$ cat src/rtl/prio_encoder_q.sv
`default_nettype none
// ============================================================================
// Module   : prio_encoder_q
// Purpose  : Queued priority encoder. Rising edges on the request lines are
//            captured into a pending set; one pending, unmasked request at a
//            time is granted through a valid/ready output register. The
//            grant is either fixed priority (highest index) or round-robin.
// Ports    : clk    - clock, rising edge
//            rst_n  - asynchronous active-low reset
//            en     - enable for new selections
//            req    - request lines (rising edge captures a request)
//            mask   - 1 excludes a pending bit from selection (kept pending)
//            code   - registered index of the granted request
//            valid  - code is meaningful
//            ready  - consumer accepts code when valid & ready
//            any    - en & |(pending & ~mask), combinational
//            drop   - one-cycle pulse: rising edge hit an already-pending bit
// Revision : 1.0 - initial release
// ============================================================================
module prio_encoder_q #(
    parameter int N    = 8,
    parameter int MODE = 0
) (
    input  logic                 clk,
    input  logic                 rst_n,
    input  logic                 en,
    input  logic [N-1:0]         req,
    input  logic [N-1:0]         mask,
    output logic [$clog2(N)-1:0] code,
    output logic                 valid,
    input  logic                 ready,
    output logic                 any,
    output logic                 drop
);

    localparam int W = $clog2(N);

    logic [N-1:0] r_req_q;
    logic [N-1:0] r_pending;
    logic [W-1:0] r_code;
    logic [W-1:0] r_ptr;
    logic         r_valid;
    logic         r_drop;

    logic [N-1:0] w_edge;
    logic [N-1:0] w_clr;
    logic [N-1:0] w_cand;
    logic [N-1:0] w_pending_nxt;
    logic         w_accept;
    logic         w_load;
    logic         w_found;
    logic [W-1:0] w_sel;
    logic [W-1:0] w_idx;

    assign w_edge   = req & ~r_req_q;
    assign w_accept = r_valid & ready;
    // One-hot of the grant being consumed this cycle.
    assign w_clr    = w_accept ? (N'(1) << r_code) : '0;
    // A new edge wins over a simultaneous clear of the same bit.
    assign w_pending_nxt = (r_pending & ~w_clr) | w_edge;
    assign w_load   = ~r_valid | w_accept;
    // The bit being accepted must not be re-granted in the same cycle.
    assign w_cand   = r_pending & ~mask & ~w_clr;

    // Grant selection
    always_comb begin
        w_sel   = '0;
        w_found = 1'b0;
        w_idx   = '0;
        if (MODE == 0) begin
            // Ascending scan: the last hit is the highest index.
            for (int i = 0; i < N; i++) begin
                if (w_cand[i]) begin
                    w_sel   = W'(i);
                    w_found = 1'b1;
                end
            end
        end else begin
            // Upward scan from the pointer; W-bit addition wraps N-1 -> 0.
            for (int i = 0; i < N; i++) begin
                w_idx = r_ptr + W'(i);
                if (!w_found && w_cand[w_idx]) begin
                    w_sel   = w_idx;
                    w_found = 1'b1;
                end
            end
        end
    end

    always_ff @(posedge clk or negedge rst_n) begin
        if (!rst_n) begin
            r_req_q   <= '0;
            r_pending <= '0;
            r_code    <= '0;
            r_ptr     <= '0;
            r_valid   <= 1'b0;
            r_drop    <= 1'b0;
        end else begin
            r_req_q   <= req;
            r_pending <= w_pending_nxt;
            r_drop    <= |(w_edge & r_pending & ~w_clr);
            if (w_load) begin
                if (en && w_found) begin
                    r_code  <= w_sel;
                    r_valid <= 1'b1;
                end else begin
                    r_valid <= 1'b0;
                end
            end
            if (w_accept) begin
                r_ptr <= r_code + W'(1);
            end
        end
    end

    assign code  = r_code;
    assign valid = r_valid;
    assign drop  = r_drop;
    assign any   = en & (|(r_pending & ~mask));

endmodule
`default_nettype wire

$ cat config.mk
export PLATFORM = sky130hd
export DESIGN_NAME = prio_encoder_q
export DESIGN_NICKNAME = d
export VERILOG_FILES = /design/src/rtl/prio_encoder_q.sv
export SDC_FILE = /design/constraint.sdc
export NUM_CORES = 1
export LEC_CHECK = 0
export CAP_MARGIN = 20
export CORE_ASPECT_RATIO = 0.75
export CORE_MARGIN = 4
export CORE_UTILIZATION = 47
export CTS_BUF_LIST = sky130_fd_sc_hd__clkbuf_8
export CTS_CLUSTER_SIZE = 20
export DETAILED_ROUTE_END_ITERATION = 10
export GPL_ROUTABILITY_DRIVEN = 0
export MAX_ROUTING_LAYER = met4
export PLACE_DENSITY = 0.78
export SYNTH_ARGS = -nofsm -noshare
export SYNTH_HDL_FRONTEND = slang
export SYNTH_SLANG_ARGS = --single-unit
$ cat constraint.sdc
create_clock -name clk -period 2.05 [get_ports clk]
set_clock_uncertainty 0.15 [all_clocks]
set_input_delay 0.205 -clock clk [delete_from_list [all_inputs] [get_ports clk]]
set_output_delay 0.205 -clock clk [all_outputs]
set_load 0.005 [all_outputs]
======== Yosys cells after proc, flatten, opt, wreduce, memory -nomap -nowiden ========
Cells that the tools add are included.
storage, ports and cells
  register bits after elaboration ......... 21
  input port bits ......................... 20
  output and inout port bits .............. 6
  word-level logic and storage cells ...... 41
operators by class
  shift operators ......................... 1
  mux-type cells .......................... 17
  bitwise logic cells ..................... 14
  reduce and logical (&&, ||, !) cells .... 4
operators by type and width
  operator                                         number
  bitwise AND 8 bit                                6
  NOT 8 bit                                        3
  two-way mux 3 bit                                6
  OR reduction 8 bit                               2
  two-way mux 1 bit                                10
  two-way mux 8 bit                                1
  bitwise OR 8 bit                                 1
  left shift 1 x 3 -> 8 bit, first input constant  1
  bitwise AND 1 bit                                2
  AND reduction 2 bit                              1
  logical AND 1 bit                                1
  NOT 1 bit                                        1
  bitwise OR 1 bit                                 1

======== Longest topological paths before layout ========
  depth in word-level cells ............... 14
  depth in mapped cells ................... 7
  mapped depth without buffers ............ 5

======== Worst setup path after synthesis ========
No wires, ideal clock.
  path type ............................... register to register
  start ................................... register r_code[1], in the netlist code[1]
  end ..................................... register r_code[1], in the netlist code[1]
  library setup time ...................... 0.125 ns
  arrival ................................. 1.874 ns
  required time ........................... 1.775 ns
  slack ................................... -0.099 ns
  cell stages (with the launch flop) ...... 7
  path buffers ............................ 1
  clock period less this slack ............ 2.149 ns
  path through ............................ dfrtp_1 -> buf_6 -> nand4b_1 -> o32a_1 -> nand2b_4 -> o311a_4 -> mux2_4
on the way
  word-level cells in the longest chain between the ends .. 14
  elaborated cells between the ends (all ways) .. 20
  classes of those cells .................. shift (1); mux (15); bitwise (2); reduce/logical (2)
RTL lines
  element                               RTL line  source
  start: declaration                    40        logic [W-1:0] r_code;
  start signal: assignment              104       r_code <= w_sel;
  left shift 1 x 3 -> 8 bit *           58        assign w_clr = w_accept ? (N'(1) << r_code) : '0;
  two-way mux 8 bit *                   58
  NOT 8 bit *                           63        assign w_cand = r_pending & ~mask & ~w_clr;
  bitwise AND 8 bit *                   63
  two-way mux 1 bit (8 in a row)        73        if (w_cand[i]) begin
  logical AND 1 bit                     103       if (en && w_found) begin
  AND reduction 2 bit (no source line)  n/a
Mark *: on every way between the ends. The rest lies on a longest branch, timed or not.
A chain may end at the register's enable or synchronous reset.

======== Worst setup path in the final report ========
  start ................................... register r_code[1], in the netlist code[1]
  end ..................................... register r_code[2], in the netlist code[2]
The elaborated chain is that of the path after synthesis.

==> results.py <==
metrics = {
    "layout": {
        "final_util": 0.738,
        "fillers": 169,
        "drive_above_1_share": 0.263,
        "area_growth_pct": 47.1,
        "seqCellArea_um2": 528,
        "nets": 188,
        "antennaDiodeCount": 0,
        "multi_input_area_um2": 654,
    },
    "synthesis": {
        "syn_area_mm2": 0.00118,
        "synth.net_count": 135,
        "syn_inst": 115,
        "seq_area_frac_synth": 0.446,
        "ys.flop_type": "dfrtp_1",
        "synth_seq_cells": 21,
        "synthDistinctLibCells": 39,
        "netlist_top_cells_area": "dfrtp_1 45%, nand2b_1 6.4%, nor2b_1 4.8%",
        "synthTopCellsByCount": "21 x dfrtp_1, 12 x nand2b_1, 9 x nor2b_1",
        "synth_edf_count": 0,
        "synth.most_common_cell": "dfrtp_1",
        "synth_top_area_cell": "dfrtp_1",
        "synth_top_area_frac": 0.446,
        "avgSynthCellArea_um2": 10.2,
        "yosysWarnings": 0,
        "async_reset_ff_frac": 1.00,
    },
    "global_route": {
        "antenna_found_initial": 0,
        "grt_pass1_wl_mm": 5.17,
        "grt_overflow": 0,
        "grt_util_all_layers": 0.208,
        "grt_max_degree": 22,
        "grt_pass1_vias": 1147,
    },
    "detailed_routing": {
        "drc_errors": 0,
        "totalWireLength_mm": 3.23,
        "drt-pass1-iter-count": 5,
        "detailroute.via_count": 1171,
        "vias_per_cell": 5.83,
        "wl_per_cell_um": 16.1,
        "antenna_left": 0,
        "drtIter0Drc": 53,
    },
    "power_and_ir_drop": {
        "power_uw": 1740,
        "cellLeakagePower_uw": 0.000717,
        "p_per_area_mw_per_mm2": 1000,
        "max-vdd-ir-drop_mv": 0.489,
    },
    "worst_setup_path": {
        "cp_top_family": "compound AO/OA/AOI/OAI gates",
        "startpoint_type": "register",
        "rr_endpoint": "code[2]$_DFFE_PN0P_",
        "slowest_stage": "dfrtp_2",
        "cp_max_fo": 5,
        "crit_path_cell_trace": "nand4b_1 -> o32a_1 -> nand2b_4 -> o311a_4 -> mux2_4",
        "worstPathRequired_ps": 2050,
        "path_class": "reg2reg",
        "reg2reg_from": "code[1]$_DFFE_PN0P_",
        "crit_buf_inv": 0,
        "r2r.worst_path.cells": 5,
        "rrSetupSlack_ps": -60,
        "cpPeakStageDelay_ps": 440,
        "cp-end-kind": "register",
        "arrival_ps": 2110,
    },
    "floorplanning": {
        "fp.dieW_um": 65.8,
        "io_pins": 26,
        "dieArea_mm2": 0.00338,
        "rows": 15,
        "coreArea_mm2": 0.00235,
        "start_util": 0.502,
        "die_h_um": 51.3,
    },
    "sta": {
        "setup_ws_ps": -57.5,
        "rsz0062_at_grt": "yes",
        "max_slew_margin": 0.776,
        "drv_slew": 0,
        "setup_viol": 3,
        "finalHoldViolCount": 0,
        "period_share": 1.03,
        "fmax_mhz": 475,
        "tightest_slew_ps": 336,
        "min_period_ps": 2110,
    },
    "cts": {
        "ctsHoldBuffers": 0,
        "clkTransAtPathRegs_ps": 80,
        "htreeDepth": 1,
        "cts_tree": "yes",
        "cts_buffer_depth": 2,
        "clock-sinks": 21,
        "cts_root_buffer": "clkbuf_8",
        "cts_made_buffers": 3,
        "clk_latency_ps": 260,
    },
    "placed_design": {
        "place_hpwl_mm": 2.31,
        "port_buffers": 25,
    },
    "run": {
        "maxCapViolations": 0,
    },
    "run_status": {
        "violations": "negative setup slack",
        "status": "finished with violations",
    },
    "hold_path": {
        "hold_class": "in2async",
    },
}
[routing by layer]
layer	vias up	GRT usage	part of all wire
li1	537	-	-
met1	548	0.257	0.42
met2	71	0.323	0.48
met3	15	0.0593	0.083
met4	0	0.0793	0.022
met5	-	-	0
[final cells by class]
class | instances | area share
Sequential cell | 21 | 0.305
Inverter | 3 | 0.00650
Multi-Input combinational cell | 88 | 0.378
Clock buffer | 3 | 0.0238
Tap cell | 34 | 0.0246
Clock inverter | 1 | 0.00434
Timing Repair Buffer | 51 | 0.258
[power by group]
group / internal, uW / total, uW / switching, uW / leakage [uW]
Clock: 137 / 279 / 142 / 0.0000217
Combinational: 480 / 860 / 380 / 0.000476
Sequential: 501 / 598 / 97.0 / 0.000219
Total: 1120 / 1740 / 619 / 0.000717
[cells in the final DEF (no fill, tap or decap), types with 3 or more instances in the layout]
cell type        instances
o21ai_0                  4
clkdlybuf4s50_1         23
and3b_1                  3
dfrtp_1                 19
buf_4                   25
inv_1                    3
nor3b_1                  3
clkbuf_8                 3
o22ai_1                  3
o21ai_1                  3
nor2b_1                  6
nand2_1                  8
nor2_1                   3
nand3_1                  4
nand2b_1                12
a21oi_1                  4
[what timing repair did]
item / 4_1_cts / 5_1_grt
gates resized for setup: 11 / 5
setup buffers: 3 / 1
setup endpoints to repair: 4 / 4
pin swaps: 1 / 0
[per-stage QoR]
stage / hold WS [ps] / TNS [ps] / setup WS (ps) / area [um2] / cells
floorplan: -241 / 0 / 12.1 / 1180 / 115
global placement: 345 / -1180 / -283 / 1620 / 193
detailed placement: 363 / -1570 / -372 / 1620 / 193
CTS: 146 / -67.7 / -38.0 / 1720 / 200
global route: 161 / -305 / -103 / 1730 / 201
finish: 130 / -126 / -57.5 / 1730 / 201
[sequential cells by signal, summed over array words and instances, names as in the netlist]
signal,count
r_pending,8
valid,1
drop,1
code,3
r_req_q,8
[worst max-delay path by stage]
stage | startpoint | end | slack, ps | depth (start not counted)
2_1_floorplan | code[2]$_DFFE_PN0P_ | code[1]$_DFFE_PN0P_ | 10 | 4
3_3_place_gp | ready | code[1]$_DFFE_PN0P_ | -280 | 6
3_5_place_dp | ready | code[2]$_DFFE_PN0P_ | -370 | 7
4_1_cts | code[1]$_DFFE_PN0P_ | code[2]$_DFFE_PN0P_ | -40 | 5
5_1_grt | code[2]$_DFFE_PN0P_ | code[2]$_DFFE_PN0P_ | -100 | 6
6_report | code[1]$_DFFE_PN0P_ | code[2]$_DFFE_PN0P_ | -60 | 5
[cell families (layout without fill, tap and decap cells)]
logic type             count (synthesis)  in the layout  synth area share
DFF                                   21             21             0.446
AOI/OAI and AO/OA                     31             31             0.214
buffers and inverters                  6             58            0.0266
and+or+nand+nor                       54             54             0.279
muxes                                  3              3            0.0340
No activity file was read; power rests on OpenSTA's default activity.
